===== config.mk =====
export PLATFORM = sky130hd
export DESIGN_NAME = wave_addr_seq
export DESIGN_NICKNAME = d
export VERILOG_FILES = /design/src/rtl/wave_addr_seq.sv
export SDC_FILE = /design/constraint.sdc
export NUM_CORES = 1
export LEC_CHECK = 0
export BUFFER_PORTS_ARGS = -buffer_cell sky130_fd_sc_hd__buf_4
export CORE_MARGIN = 10
export CORE_UTILIZATION = 45
export CTS_BUF_LIST = sky130_fd_sc_hd__clkbuf_16
export DETAILED_ROUTE_END_ITERATION = 16
export HOLD_SLACK_MARGIN = 0.12
export PLACE_DENSITY = 0.78
export SYNTH_ARGS = -nofsm -noshare
export SYNTH_HDL_FRONTEND = slang
export SYNTH_SLANG_ARGS = --single-unit
export TNS_END_PERCENT = 20

===== constraint.sdc =====
create_clock -name clk -period 5.3 [get_ports clk]
set_clock_uncertainty 0.15 [all_clocks]
set_input_delay 0.265 -clock clk [delete_from_list [all_inputs] [get_ports clk]]
set_output_delay 0.265 -clock clk [all_outputs]
set_load 0.02 [all_outputs]

===== src/rtl/wave_addr_seq.sv =====
// Phase-accumulator address sequencer for a sample memory with 1-cycle read latency.
// Plays back in loop or one-pass mode and flushes outstanding reads before returning to idle.
module wave_addr_seq #(
  parameter int unsigned ADDR_WIDTH = 8,
  parameter int unsigned FRAC_WIDTH = 8,
  parameter int unsigned DATA_WIDTH = 8
) (
  input  logic                             clk,
  input  logic                             rst,
  input  logic                             start,
  input  logic                             stop,
  input  logic                             oneshot,
  input  logic [ADDR_WIDTH+FRAC_WIDTH-1:0] step,
  input  logic                             ce,
  output logic [ADDR_WIDTH-1:0]            address,
  input  logic [DATA_WIDTH-1:0]            mem_data,
  output logic [DATA_WIDTH-1:0]            sample,
  output logic                             sample_valid,
  output logic                             busy,
  output logic                             done
);

  localparam int unsigned PW = ADDR_WIDTH + FRAC_WIDTH;

  typedef enum logic [1:0] {
    IDLE  = 2'd0,
    RUN   = 2'd1,
    FLUSH = 2'd2
  } state_e;

  state_e                state_q,     state_d;
  logic [PW-1:0]         phase_q,     phase_d;
  logic [PW-1:0]         step_q,      step_d;
  logic                  mode_q,      mode_d;
  logic                  flush_cnt_q, flush_cnt_d;
  logic                  issue_q,     issue_d;
  logic [DATA_WIDTH-1:0] sample_q,    sample_d;
  logic                  valid_q,     valid_d;
  logic                  busy_q,      busy_d;
  logic                  done_q,      done_d;

  // Phase advance with carry-out; the carry marks the end of a one-pass run.
  logic [PW:0] phase_sum;
  assign phase_sum = {1'b0, phase_q} + {1'b0, step_q};

  // Next-state, phase and issue control.
  always_comb begin
    state_d     = state_q;
    phase_d     = phase_q;
    step_d      = step_q;
    mode_d      = mode_q;
    flush_cnt_d = flush_cnt_q;
    issue_d     = 1'b0;
    done_d      = 1'b0;

    unique case (state_q)
      IDLE: begin
        if (start && !stop) begin
          phase_d = '0;
          step_d  = step;
          mode_d  = oneshot;
          state_d = RUN;
        end
      end
      RUN: begin
        if (stop) begin
          state_d     = FLUSH;
          flush_cnt_d = 1'b0;
        end else if (ce) begin
          issue_d = 1'b1;
          phase_d = phase_sum[PW-1:0];
          if (mode_q && phase_sum[PW]) begin
            state_d     = FLUSH;
            flush_cnt_d = 1'b0;
          end
        end
      end
      FLUSH: begin
        // Two cycles cover the memory latency plus the sample capture stage.
        if (flush_cnt_q) begin
          state_d = IDLE;
          done_d  = 1'b1;
        end else begin
          flush_cnt_d = 1'b1;
        end
      end
      default: state_d = IDLE;
    endcase
  end

  // Sample capture: mem_data is valid the cycle after an issue.
  always_comb begin
    sample_d = sample_q;
    valid_d  = issue_q;
    busy_d   = (state_d != IDLE);
    if (issue_q) begin
      sample_d = mem_data;
    end
  end

  always_ff @(posedge clk) begin
    if (rst) begin
      state_q     <= IDLE;
      phase_q     <= '0;
      step_q      <= '0;
      mode_q      <= 1'b0;
      flush_cnt_q <= 1'b0;
      issue_q     <= 1'b0;
      sample_q    <= '0;
      valid_q     <= 1'b0;
      busy_q      <= 1'b0;
      done_q      <= 1'b0;
    end else begin
      state_q     <= state_d;
      phase_q     <= phase_d;
      step_q      <= step_d;
      mode_q      <= mode_d;
      flush_cnt_q <= flush_cnt_d;
      issue_q     <= issue_d;
      sample_q    <= sample_d;
      valid_q     <= valid_d;
      busy_q      <= busy_d;
      done_q      <= done_d;
    end
  end

  assign address      = phase_q[PW-1 -: ADDR_WIDTH];
  assign sample       = sample_q;
  assign sample_valid = valid_q;
  assign busy         = busy_q;
  assign done         = done_q;

endmodule


Word level (Yosys, flattened, before mapping) --
Index checks and enable logic that the tools add are counted.
Cells by class: mux-type cells 16, reductions and logical operators 12, add/subtract/negate cells 1, equality and inequality tests 7, bitwise gates (word level) 2
Operators by type and width (number):
- 16-bit 2-to-1 mux | 3
- 16-bit one-hot mux with 2 select lines | 1
- 16-bit by 16-bit adder with 17-bit output | 1
- 2-bit 2-to-1 mux | 5
- 2-bit != test (second input constant) | 3
- 3-bit != test (second input constant) | 2
- 2-bit one-hot mux with 3 select lines | 1
- 2-bit nonzero test | 3
- 1-bit 2-to-1 mux | 5
- 4-bit AND reduction | 1
- 3-bit AND reduction | 1
- 3-bit OR reduction | 1
- 2-bit by 1-bit == test with 1-bit output (second input constant) | 1
- 2-bit == test (second input constant) | 1
- 1-bit logical AND | 2
- 2-bit zero test | 1
- 1-bit NOT | 2
- 1-bit one-hot mux with 2 select lines | 1
- 2-bit AND reduction | 1
- 2-bit OR reduction | 1
- 1-bit zero test | 1
Storage, ports and cells: register bits after elaboration 48, input bits 30, logic and storage cells 48

Depth between registers and ports, before layout --
Gate-level depths: netlist of the first run.
word-level depth 7, depth in mapped cells 9, mapped depth without buffers 9

Worst setup path after synthesis of the first run --
Ideal clock, no wire load.
path type register -> register, start register phase_q[0], end register phase_q[10], data required time 5.033 ns, cell stages (with the launch flop) 10, library setup time 0.117 ns, slack 3.110 ns, data arrival time 1.922 ns, period minus slack after synthesis 2.190 ns, cell sequence dfxtp_1 ha_1 inv_1 fa_1 nor2b_4 o2111ai_2 a21oi_2 o31a_1 or3_1 a32o_1
Between the ends: word-level cells in the longest chain between the ends 4
RTL lines:
- start: declaration | RTL line 32 | logic [PW-1:0] phase_q, phase_d;
- start signal: assignment | RTL line 115 | phase_q <= phase_d;
- 16-bit by 16-bit adder with 17-bit output | RTL line 44 | assign phase_sum = {1'b0, phase_q} + {1'b0, step_q};
- 16-bit 2-to-1 mux | RTL line 69 | end else if (ce) begin
- 16-bit 2-to-1 mux | RTL line 66 | if (stop) begin
- 16-bit one-hot mux with 2 select lines | RTL line 56 | unique case (state_q)
Every way passes these cells. The select of a mux whose other input is x is not followed. A chain may end at the register's enable or synchronous reset.

Final worst setup path of the first run --
start register state_q[0], end register phase_q[8]
Between the ends: word-level cells in the longest chain between the ends 3, elaborated cells on any way between the ends 8, classes of those cells eq/ne: 4; mux: 1; reduce/logical: 3
RTL lines:
- start: declaration | RTL line 31 | state_e state_q, state_d;
- start signal: assignment | RTL line 114 | state_q <= state_d;
- 2-bit by 1-bit == test with 1-bit output or 2-bit zero test (tied branches) | RTL line 56
- 2-bit != test (no line) or 2-bit nonzero test (tied branches)
- 4-bit AND reduction (no line)
Several ways; a longest one is shown, not always the timed one.

==> impl_metrics.ini, run 1 <==
[route]
drtIter0Drc = 101
first_pass_iters = 4
route.detailed.drc = 0
num_vias = 2376
finalWirelength_mm = 6.47
ant_nets = 0
wire_per_inst_um = 14.4
vias_per_cell = 5.28

[worst_setup_path]
reg2reg_depth = 7
critPathMaxFanout = 10
cp-start-kind = register
worstPathArrival_ps = 2530
required_ps = 5340
timing.reg2reg.setup_slack_ps = 2820
worst_setup_path_end_kind = register
timing.rr.start = state_q[0]
path_class = reg2reg
r2r_end = phase_q[8]

[sta]
finalHoldViolations = 0
final.min_clock_period_ps = 2480
max_slew_margin_pct = 46.6
setup_viol_count_final = 0
fmax_mhz = 403
rsz0062_at_grt = no
tightest_slew_ps = 800
final_max_slew_viol_count = 0
post-route-period-util_pct = 46.8
tns_ps = 0

[cts]
numCtsBuffers = 5
clk_path_buf_depth = 2
cts_max_level = 2
postCtsSetupRepairBufs = 0
cts.reportedPaths.clkPinSlew_ps = 70
cts_sinks = 48
cts_tree = done
root_buffer = clkbuf_16
insertion_delay_ps = 290

[global_route]
grt_pass1_vias = 2441
grt_usage_pct = 13.7
grt-ovfl-total = 0
antenna_found_initial = 0
grt_max_degree = 41
grt_pass1_wl_mm = 11.2

[cells_and_area]
design_area_um2 = 3430
diodes = 0
final_common_cell = nand2_1
final_nets = 428
synthToLayoutAreaGrowth_pct = 28.9
layout-drive-gt1-share_pct = 17.7
mostFrequentLayoutCells = 52 x nand2_1, 49 x buf_4, 48 x dfxtp_1, 32 x a21oi_1, 25 x dlygate4sd3_1

[die]
rows = 27
dieHeight_um = 96.9
initial_core_util_pct = 47.5
die_x_um = 96.9
ios = 49
coreArea_um2 = 5610
dieArea_um2 = 9390

[power]
netSwitchingPower_mw = 0.198
pwr-share-seq_pct = 44.9
combPwrFrac_pct = 12.8
internal_power_mw = 0.644
p_sw_share_pct = 23.5
p_leak_nw = 1.48
p_clk_share_pct = 42.3
power_density_nw_per_um2 = 245
vdd_drop_max_mv = 0.163

[logic_synthesis]
async_flop_share_pct = 0
syn-num-nets = 366
syn_area_um2 = 2660
seq_area_frac_synth_pct = 36.1
ys_seq_elements = 48
synthFlopType = dfxtp_1
ys_warn_count = 0
postSynthCellCount = 315
syn_area_per_cell_um2 = 8.45
synth_edf_count = 0
yosysUniqueCellTypes = 52

[job]
maxCapViolCount = 0

[place]
dpl_cell_area_um2 = 3020
io_buffer_count = 48
dp_hpwl_mm = 4.56
gp_congestion = 0.877

[hold_path]
min_path_type = in2reg
hold_depth = 2
hold_path_startpoint = ce
min_to = issue_q

[status]
status = finished clean
critical path, cell delays in order, from the launching register on:
cell     delay, ps
dfxtp_1        350
inv_1          100
ha_1           250
nor2b_1        340
a211o_1        290
nor2b_1        690
nand2_1        140
o41ai_1         90
cells in the mapped netlist, types with 4 or more instances:
library cell | n | area [µm²]
nor2b_1 | 4 | 25.0
o21a_1 | 4 | 30.0
a211oi_2 | 4 | 50.1
xor2_1 | 4 | 35.0
inv_1 | 11 | 41.3
nand2_1 | 52 | 195
clkbuf_1 | 10 | 37.5
dfxtp_1 | 48 | 961
or3_1 | 4 | 25.0
buf_4 | 8 | 60.1
mux2i_1 | 10 | 100
a21o_1 | 4 | 30.0
ha_1 | 20 | 250
nand2b_1 | 5 | 31.3
o21ai_0 | 18 | 90.1
a22oi_1 | 5 | 37.5
xnor2_1 | 5 | 43.8
a21oi_1 | 32 | 160
nor2_1 | 24 | 90.1
per-stage QoR:
| step | instances | power (mW) | worst slack, ps | hold WS (ps) | util, % |
|---|---|---|---|---|---|
| 2_1_floorplan | 315 | 0.444 | 3110 | 251 | - |
| 3_3_place_gp | 417 | 0.475 | 3000 | 297 | 53.8 |
| 3_5_place_dp | 417 | 0.479 | 2910 | 305 | 53.8 |
| 4_1_cts | 450 | 0.847 | 2830 | 154 | 61.2 |
| 5_1_grt | 450 | 0.874 | 2620 | 157 | 61.2 |
| 6_report | 450 | 0.842 | 2820 | 156 | 61.2 |
metal layers:
metal	vias to the layer above	global-route usage, %	share of wire, %
li1	1225	-	-
met1	1095	15.6	43
met2	48	24.1	51
met3	8	3.69	5.1
met4	0	4.40	1.2
met5	-	0	0
timing repair:
action,4_1_cts,5_1_grt
hold buffers,25,0
endpoints found under the hold margin,25,0
gates resized for setup,0,0
flip-flops by register name (all words and copies together), names as in the netlist:
name	flops
state_q	2
sample	8
flush_cnt_q	1
sample_valid	1
phase_q	16
step_q	16
mode_q	1
issue_q	1
done	1
busy	1
cells by family after synthesis:
logic type	after synthesis	synth area share, %
fa+ha+maj	21	10.2
mux	10	3.76
compound gates	87	21.5
xor+xnor	9	2.96
flops	48	36.1
simple gates	110	20.1
buf+inv	30	5.41
power groups by stage:
stage | Sequential (mW) | Combinational (mW) | Clock, mW
final | 0.378 | 0.108 | 0.356
after global routing | 0.379 | 0.120 | 0.374
after CTS | 0.378 | 0.108 | 0.361
after detailed placement | 0.386 | 0.0927 | 0
after global placement | 0.385 | 0.0901 | 0
after floorplan | 0.386 | 0.0577 | 0
area by class of cell:
cell class,count,area (µm²)
Clock buffer,5,125
Clock inverter,3,38.8
Sequential cell,48,961
Inverter,11,41.3
Timing Repair Buffer,74,618
Tap cell,72,90.1
Fill cell,492,2180
Multi-Input combinational cell,237,1560
how the worst max path moves through the flow:
stage / slack [ps] / startpoint / to
final: 2820 / state_q[0] / phase_q[8]
after detailed placement: 2910 / state_q[0] / phase_q[8]
after global placement: 3000 / step_q[0] / flush_cnt_q
after CTS: 2830 / state_q[0] / phase_q[8]
after floorplan: 3110 / phase_q[0] / phase_q[10]
after global routing: 2620 / state_q[1] / phase_q[12]
Power figures use the tool's default switching activity.
==> run 2, diff against run 1 <==
--- a/config.mk
+++ b/config.mk
@@ -5,13 +5,14 @@
 export SDC_FILE = /design/constraint.sdc
 export NUM_CORES = 1
 export LEC_CHECK = 0
+export ABC_AREA = 1
 export BUFFER_PORTS_ARGS = -buffer_cell sky130_fd_sc_hd__buf_4
 export CORE_MARGIN = 10
 export CORE_UTILIZATION = 45
 export CTS_BUF_LIST = sky130_fd_sc_hd__clkbuf_16
 export DETAILED_ROUTE_END_ITERATION = 16
 export HOLD_SLACK_MARGIN = 0.12
-export PLACE_DENSITY = 0.78
+export PLACE_DENSITY = 0.8
 export SYNTH_ARGS = -nofsm -noshare
 export SYNTH_HDL_FRONTEND = slang
 export SYNTH_SLANG_ARGS = --single-unit
==> constraint.sdc (replaced) <==
create_clock -name clk -period 2.2 [get_ports clk]
set_clock_uncertainty 0.15 [all_clocks]
set_input_delay 0.11 -clock clk [delete_from_list [all_inputs] [get_ports clk]]
set_output_delay 0.11 -clock clk [all_outputs]
set_load 0.02 [all_outputs]
==> run 2 against run 1 <==
Compared with the run above: routed wire length increased by 13%; core utilization fell by 1.1 points; largest power group unchanged; count of clock-buffer cells in the layout unchanged; total power increased by 140%; sequential share of layout area down 0.61 points.
==> impl_metrics.ini, run 2 <==
[sta]
setup_viol_count_final = 0
final_max_slew_viol_count = 0
post-route-period-util_pct = 92.3
max_slew_margin_pct = 52.4
finalHoldViolations = 0
fmax_mhz = 493
final.min_clock_period_ps = 2030
tightest_slew_ps = 713

[global_route]
use_met2_pct = 26.4
grt-busiest-layer = met2
grt-ovfl-total = 0
grt_pass1_vias = 2739
grt_use_met1_pct = 18.5
antenna_found_initial = 0
grt_pass1_wl_mm = 12.5
grt_max_degree = 27
met3_usage_pct = 2.92
grt_usage_pct = 15.3

[power]
power_density_nw_per_um2 = 566
p_leak_nw = 1.78
vdd_drop_max_mv = 0.370
pwr-share-seq_pct = 46.8
netSwitchingPower_mw = 0.525
combPwrFrac_pct = 15.2
p_clk_share_pct = 38.0
internal_power_mw = 1.46
p_sw_share_pct = 26.4
power.total_mw = 1.99

[hold_path]
hold_path_startpoint = start
min_to = phase_q[1]
hold_depth = 6
min_path_type = in2reg

[cells_and_area]
final_nets = 515
register_area_um2 = 963
fillers = 519
mostFrequentLayoutCells = 93 x nand2_1, 67 x nor2_1, 52 x buf_4, 46 x dfxtp_1, 35 x inv_1
synthToLayoutAreaGrowth_pct = 31.1
layout-drive-gt1-share_pct = 16.1
multi_input_area_um2 = 1480
final_util_pct = 60.1
diodes = 0
final_common_cell = nand2_1

[cts]
clk_path_buf_depth = 2
numCtsBuffers = 5
cts_sinks = 48
cts_max_level = 2
cts_tree = done
cts.reportedPaths.clkPinSlew_ps = 70
insertion_delay_ps = 290
root_buffer = clkbuf_16

[route]
ant_nets = 0
num_vias = 2705
finalWirelength_mm = 7.31
route.detailed.drc = 0
drtIter0Drc = 219
first_pass_iters = 4
wire_per_inst_um = 13.5
vias_per_cell = 5.01

[worst_setup_path]
timing.reg2reg.setup_slack_ps = 170
critPathMaxFanout = 4
worstPathArrival_ps = 2070
cp-start-kind = register
worst_setup_path_end_kind = register
timing.rr.start = phase_q[0]
required_ps = 2240
path_class = reg2reg
r2r_end = busy
reg2reg_depth = 15
cp-startpoint = phase_q[0]

[place]
io_buffer_count = 48
dp_hpwl_mm = 5.10
gp_congestion = 0.866

[die]
ios = 49
rows = 28
die_x_um = 97.2
initial_core_util_pct = 45.9
coreArea_um2 = 5850
dieArea_um2 = 9450
dieHeight_um = 97.2

[logic_synthesis]
syn_area_per_cell_um2 = 6.84
yosysMostFrequentCell = nand2_1
synth_edf_count = 0
seq_area_frac_synth_pct = 35.8
postSynthCellCount = 392
synthFlopType = dfxtp_1
async_flop_share_pct = 0
synth_commonest_cells = 95 x nand2_1, 67 x nor2_1, 48 x dfxtp_1, 35 x inv_1, 30 x o21ai_0
yosysUniqueCellTypes = 33
synthTopCellsByArea = dfxtp_1 36%, nand2_1 13%, nor2_1 9.4%
syn-num-nets = 443
syn_area_um2 = 2680
yosysTopAreaCell = dfxtp_1
ys_seq_elements = 48
ys_warn_count = 0
yosys.area.top_type_share_pct = 35.8

[job]
maxCapViolCount = 0

[status]
status = finished clean
## run 2: worst max-delay path by stage
stage | end | depth (start not counted)
final | busy | 15
after detailed placement | busy | 15
after global placement | busy | 15
after floorplan | busy | 15
after global routing | busy | 15
after CTS | busy | 15
## run 2: layout make-up
cell class | count | area share [%]
Multi-Input combinational cell | 287 | 42.1
Sequential cell | 48 | 27.4
Timing Repair Buffer | 81 | 19.4
Inverter | 41 | 4.38
Clock buffer | 5 | 3.56
Tap cell | 75 | 2.67
Clock inverter | 3 | 0.534
## run 2: critical path: stages (launching register included)
cell	delay, ps
dfxtp_2	330
ha_1	160
inv_1	50
fa_2	340
inv_1	60
nand2_1	60
nand2_1	80
nand3_1	80
nand2_2	90
nand2_1	80
nand2_1	70
nand2_1	90
nand2_2	90
nand2_1	60
nand2_1	70
nand2_1	50
## run 2: per-stage QoR
| step | hold slack [ps] | worst slack [ps] | cells | cell area (µm²) | setup TNS, ps |
|---|---|---|---|---|---|
| 6_report | 250 | 170 | 540 | 3520 | 0 |
| 3_3_place_gp | 182 | 180 | 503 | 3070 | 0 |
| 3_5_place_dp | 188 | 77.9 | 503 | 3070 | 0 |
| 4_1_cts | 240 | 73.1 | 540 | 3500 | 0 |
| 5_1_grt | 299 | -26.2 | 540 | 3520 | -26.9 |
| 2_1_floorplan | 94.9 | 302 | 392 | 2680 | 0 |
## run 2: cells by family after synthesis
| group | after synthesis | share of synthesized area, % |
|---|---|---|
| fa+ha+maj | 21 | 10.1 |
| buf+inv | 57 | 9.42 |
| compound gates | 65 | 12.8 |
| flops | 48 | 35.8 |
| xor+xnor | 2 | 0.653 |
| simple gates | 199 | 31.2 |
## run 2: what timing repair did
| item | CTS | global route |
|---|---|---|
| hold buffers | 29 | 0 |
| gates resized for setup | 0 | 6 |
| setup buffers | 0 | 0 |
| endpoints found under the hold margin | 46 | 0 |
| endpoints found under the setup margin | 0 | 5 |
## run 2: power groups by stage
stage | Sequential (mW) | Clock, mW | Combinational [mW]
finish | 0.932 | 0.755 | 0.302
floorplan | 0.950 | 0 | 0.159
global route | 0.937 | 0.797 | 0.339
CTS | 0.932 | 0.766 | 0.298
global placement | 0.950 | 0 | 0.249
detailed placement | 0.951 | 0 | 0.257
## run 2: routing by layer
metal	vias to the layer above	wire [µm]
met5	-	0
met4	0	112
met3	9	439
met2	81	3620
met1	1227	3150
li1	1388	-
==> run 3, diff against run 2 <==
--- a/config.mk
+++ b/config.mk
@@ -7,12 +7,12 @@
 export LEC_CHECK = 0
 export ABC_AREA = 1
 export BUFFER_PORTS_ARGS = -buffer_cell sky130_fd_sc_hd__buf_4
-export CORE_MARGIN = 10
+export CORE_MARGIN = 4
 export CORE_UTILIZATION = 45
 export CTS_BUF_LIST = sky130_fd_sc_hd__clkbuf_16
 export DETAILED_ROUTE_END_ITERATION = 16
 export HOLD_SLACK_MARGIN = 0.12
-export PLACE_DENSITY = 0.8
+export PLACE_DENSITY = 0.78
 export SYNTH_ARGS = -nofsm -noshare
 export SYNTH_HDL_FRONTEND = slang
 export SYNTH_SLANG_ARGS = --single-unit
==> constraint.sdc (replaced) <==
create_clock -name clk -period 1.9 [get_ports clk]
set_clock_uncertainty 0.15 [all_clocks]
set_input_delay 0.095 -clock clk [delete_from_list [all_inputs] [get_ports clk]]
set_output_delay 0.095 -clock clk [all_outputs]
set_load 0.02 [all_outputs]
==> run 3 against run 2 <==
Compared with the run above: the run now ends with setup timing left; maximum frequency rose by 1.5%; critical path depth fell by 2; non-clock buffer count rose by 9; first-iteration DRC count fell by 33%; flip-flop and latch count did not move; global-route usage rose by 4.1 points; worst setup slack got worse by 270 ps; critical path type unchanged.
==> impl_metrics.ini, run 3 (synthesis results as in run 2) <==
[sta]
tns_ps = -341
max_slew_margin_pct = 80.6
tightest_slew_ps = 290
finalHoldViolations = 0
final.min_clock_period_ps = 2000
rsz0062_at_grt = yes
fmax_mhz = 500
setup_viol_count_final = 8
post-route-period-util_pct = 105
final_max_slew_viol_count = 0
postLayoutSetupSlackWorst_ps = -99.7

[place]
pre_cts_ws_ps = -141
io_buffer_count = 48
gp_congestion = 0.865
placed_cells = 509
dp_hpwl_mm = 4.82

[route]
num_vias = 2758
finalWirelength_mm = 6.99
vias_per_cell = 5.05
drtIter0Drc = 147
first_pass_iters = 4
wire_per_inst_um = 12.8
route.detailed.drc = 0
ant_nets = 0

[cells_and_area]
mostFrequentLayoutCells = 85 x nand2_1, 67 x nor2_1, 60 x buf_4, 45 x dfxtp_1, 33 x inv_1
final_nets = 524
fin_cells = 546
fillers = 456
layout-drive-gt1-share_pct = 21.7
register_area_um2 = 965
final_common_cell = nand2_1
synthToLayoutAreaGrowth_pct = 36.4
multi_input_area_um2 = 1540
diodes = 0

[power]
internal_power_mw = 1.73
vdd_drop_max_mv = 0.521
p_sw_share_pct = 26.7
power.total_mw = 2.36
netSwitchingPower_mw = 0.630
p_leak_nw = 1.84
power_density_nw_per_um2 = 644
p_clk_share_pct = 38.4
combPwrFrac_pct = 15.8
pwr-share-seq_pct = 45.8

[job]
maxCapViolCount = 0

[cts]
cts_tree = done
cts.reportedPaths.clkPinSlew_ps = 70
clk_path_buf_depth = 2
root_buffer = clkbuf_16
postCtsSetupRepairBufs = 0
cts_max_level = 2
cts_sinks = 48
insertion_delay_ps = 290
numCtsBuffers = 5

[hold_path]
hold_depth = 6
min_path_type = in2reg
hold_path_startpoint = start
min_to = phase_q[1]

[worst_setup_path]
timing.rr.start = step_q[0]
critPathMaxFanout = 3
path_class = reg2reg
crit_top_cell = nand2_1
critPathMaxStageDelay_ps = 390
timing.reg2reg.setup_slack_ps = -100
worstPathArrival_ps = 2020
critPathTopFamily = adder cells
cp_slowest_cell = fa_2
r2r_end = phase_q[14]
reg2reg_depth = 13
critPathBufInv = 2
cp-start-kind = register
worst_setup_path_end_kind = register
crit_path_cell_trace = ha_4 -> inv_2 -> fa_2 -> inv_2 -> nand2_2 -> nand2_2 -> nand2_1 -> o21bai_2 -> nand2_1 -> nand2_1 -> nand2_1 -> nand3_1 -> a21oi_1
required_ps = 1920

[global_route]
grt_usage_pct = 19.4
grt-ovfl-total = 0
antenna_found_initial = 0
grt_max_degree = 22
grt_pass1_vias = 2654
grt_pass1_wl_mm = 11.6

[status]
failed_checks = setup timing
status = finished, violations left

[die]
ios = 49
die_x_um = 85.2
coreArea_um2 = 5640
dieHeight_um = 85.2
rows = 27
dieArea_um2 = 7260
initial_core_util_pct = 47.5
run 3: stage by stage:
step	hold WS [ps]	cell area (µm²)	utilization, %
2_1_floorplan	79.9	2680	-
3_3_place_gp	167	3140	55.7
3_5_place_dp	172	3140	55.7
4_1_cts	241	3610	63.9
5_1_grt	321	3660	64.8
6_report	238	3660	64.8
run 3: final cells by class:
class                      count  area share [%]
clock buffer                   5            3.42
timing repair buffer          90            20.8
inverter                      41            4.21
clock inverter                 3           0.718
multi-input combinational    287            42.0
sequential                    48            26.4
tap                           72            2.46
run 3: per-layer routing:
metal / global-route usage, % / wire [µm] / up-vias
li1: - / - / 1409
met1: 22.6 / 2890 / 1255
met2: 35.5 / 3570 / 78
met3: 4.66 / 407 / 16
met4: 4.46 / 116 / 0
met5: 0 / 0 / -
run 3: worst register-to-register path: stages (launching register included):
cell and delay, ps:
dfxtp_2 360, ha_4 140, inv_2 40, fa_2 390, inv_2 60, nand2_2 50, nand2_2 70, nand2_1 80
o21bai_2 150, nand2_1 100, nand2_1 70, nand2_1 70, nand3_1 90, a21oi_1 70
run 3: repair_timing:
item                                   CTS  global route
hold buffers                            29             0
setup endpoints to repair               10            19
gates resized for setup                  7            18
pin swaps                                4             9
endpoints found under the hold margin   46             0
run 3: worst max-delay path by stage:
stage                          start           to  slack, ps  cells past startpoint
after floorplan           phase_q[0]         busy          2                     15
after global placement    phase_q[0]         busy        -60                     15
after detailed placement   step_q[0]  flush_cnt_q       -140                     15
after CTS                 phase_q[0]         busy        -40                     15
after global routing       step_q[0]  phase_q[14]       -210                     13
final                      step_q[0]  phase_q[14]       -100                     13
run 3: power by group through the flow:
stage	combinational, mW	clock (mW)	sequential (mW)
after detailed placement	0.308	0	1.10
after floorplan	0.184	0	1.10
after global placement	0.300	0	1.10
after global routing	0.413	0.965	1.08
final	0.372	0.905	1.08
after CTS	0.357	0.925	1.08
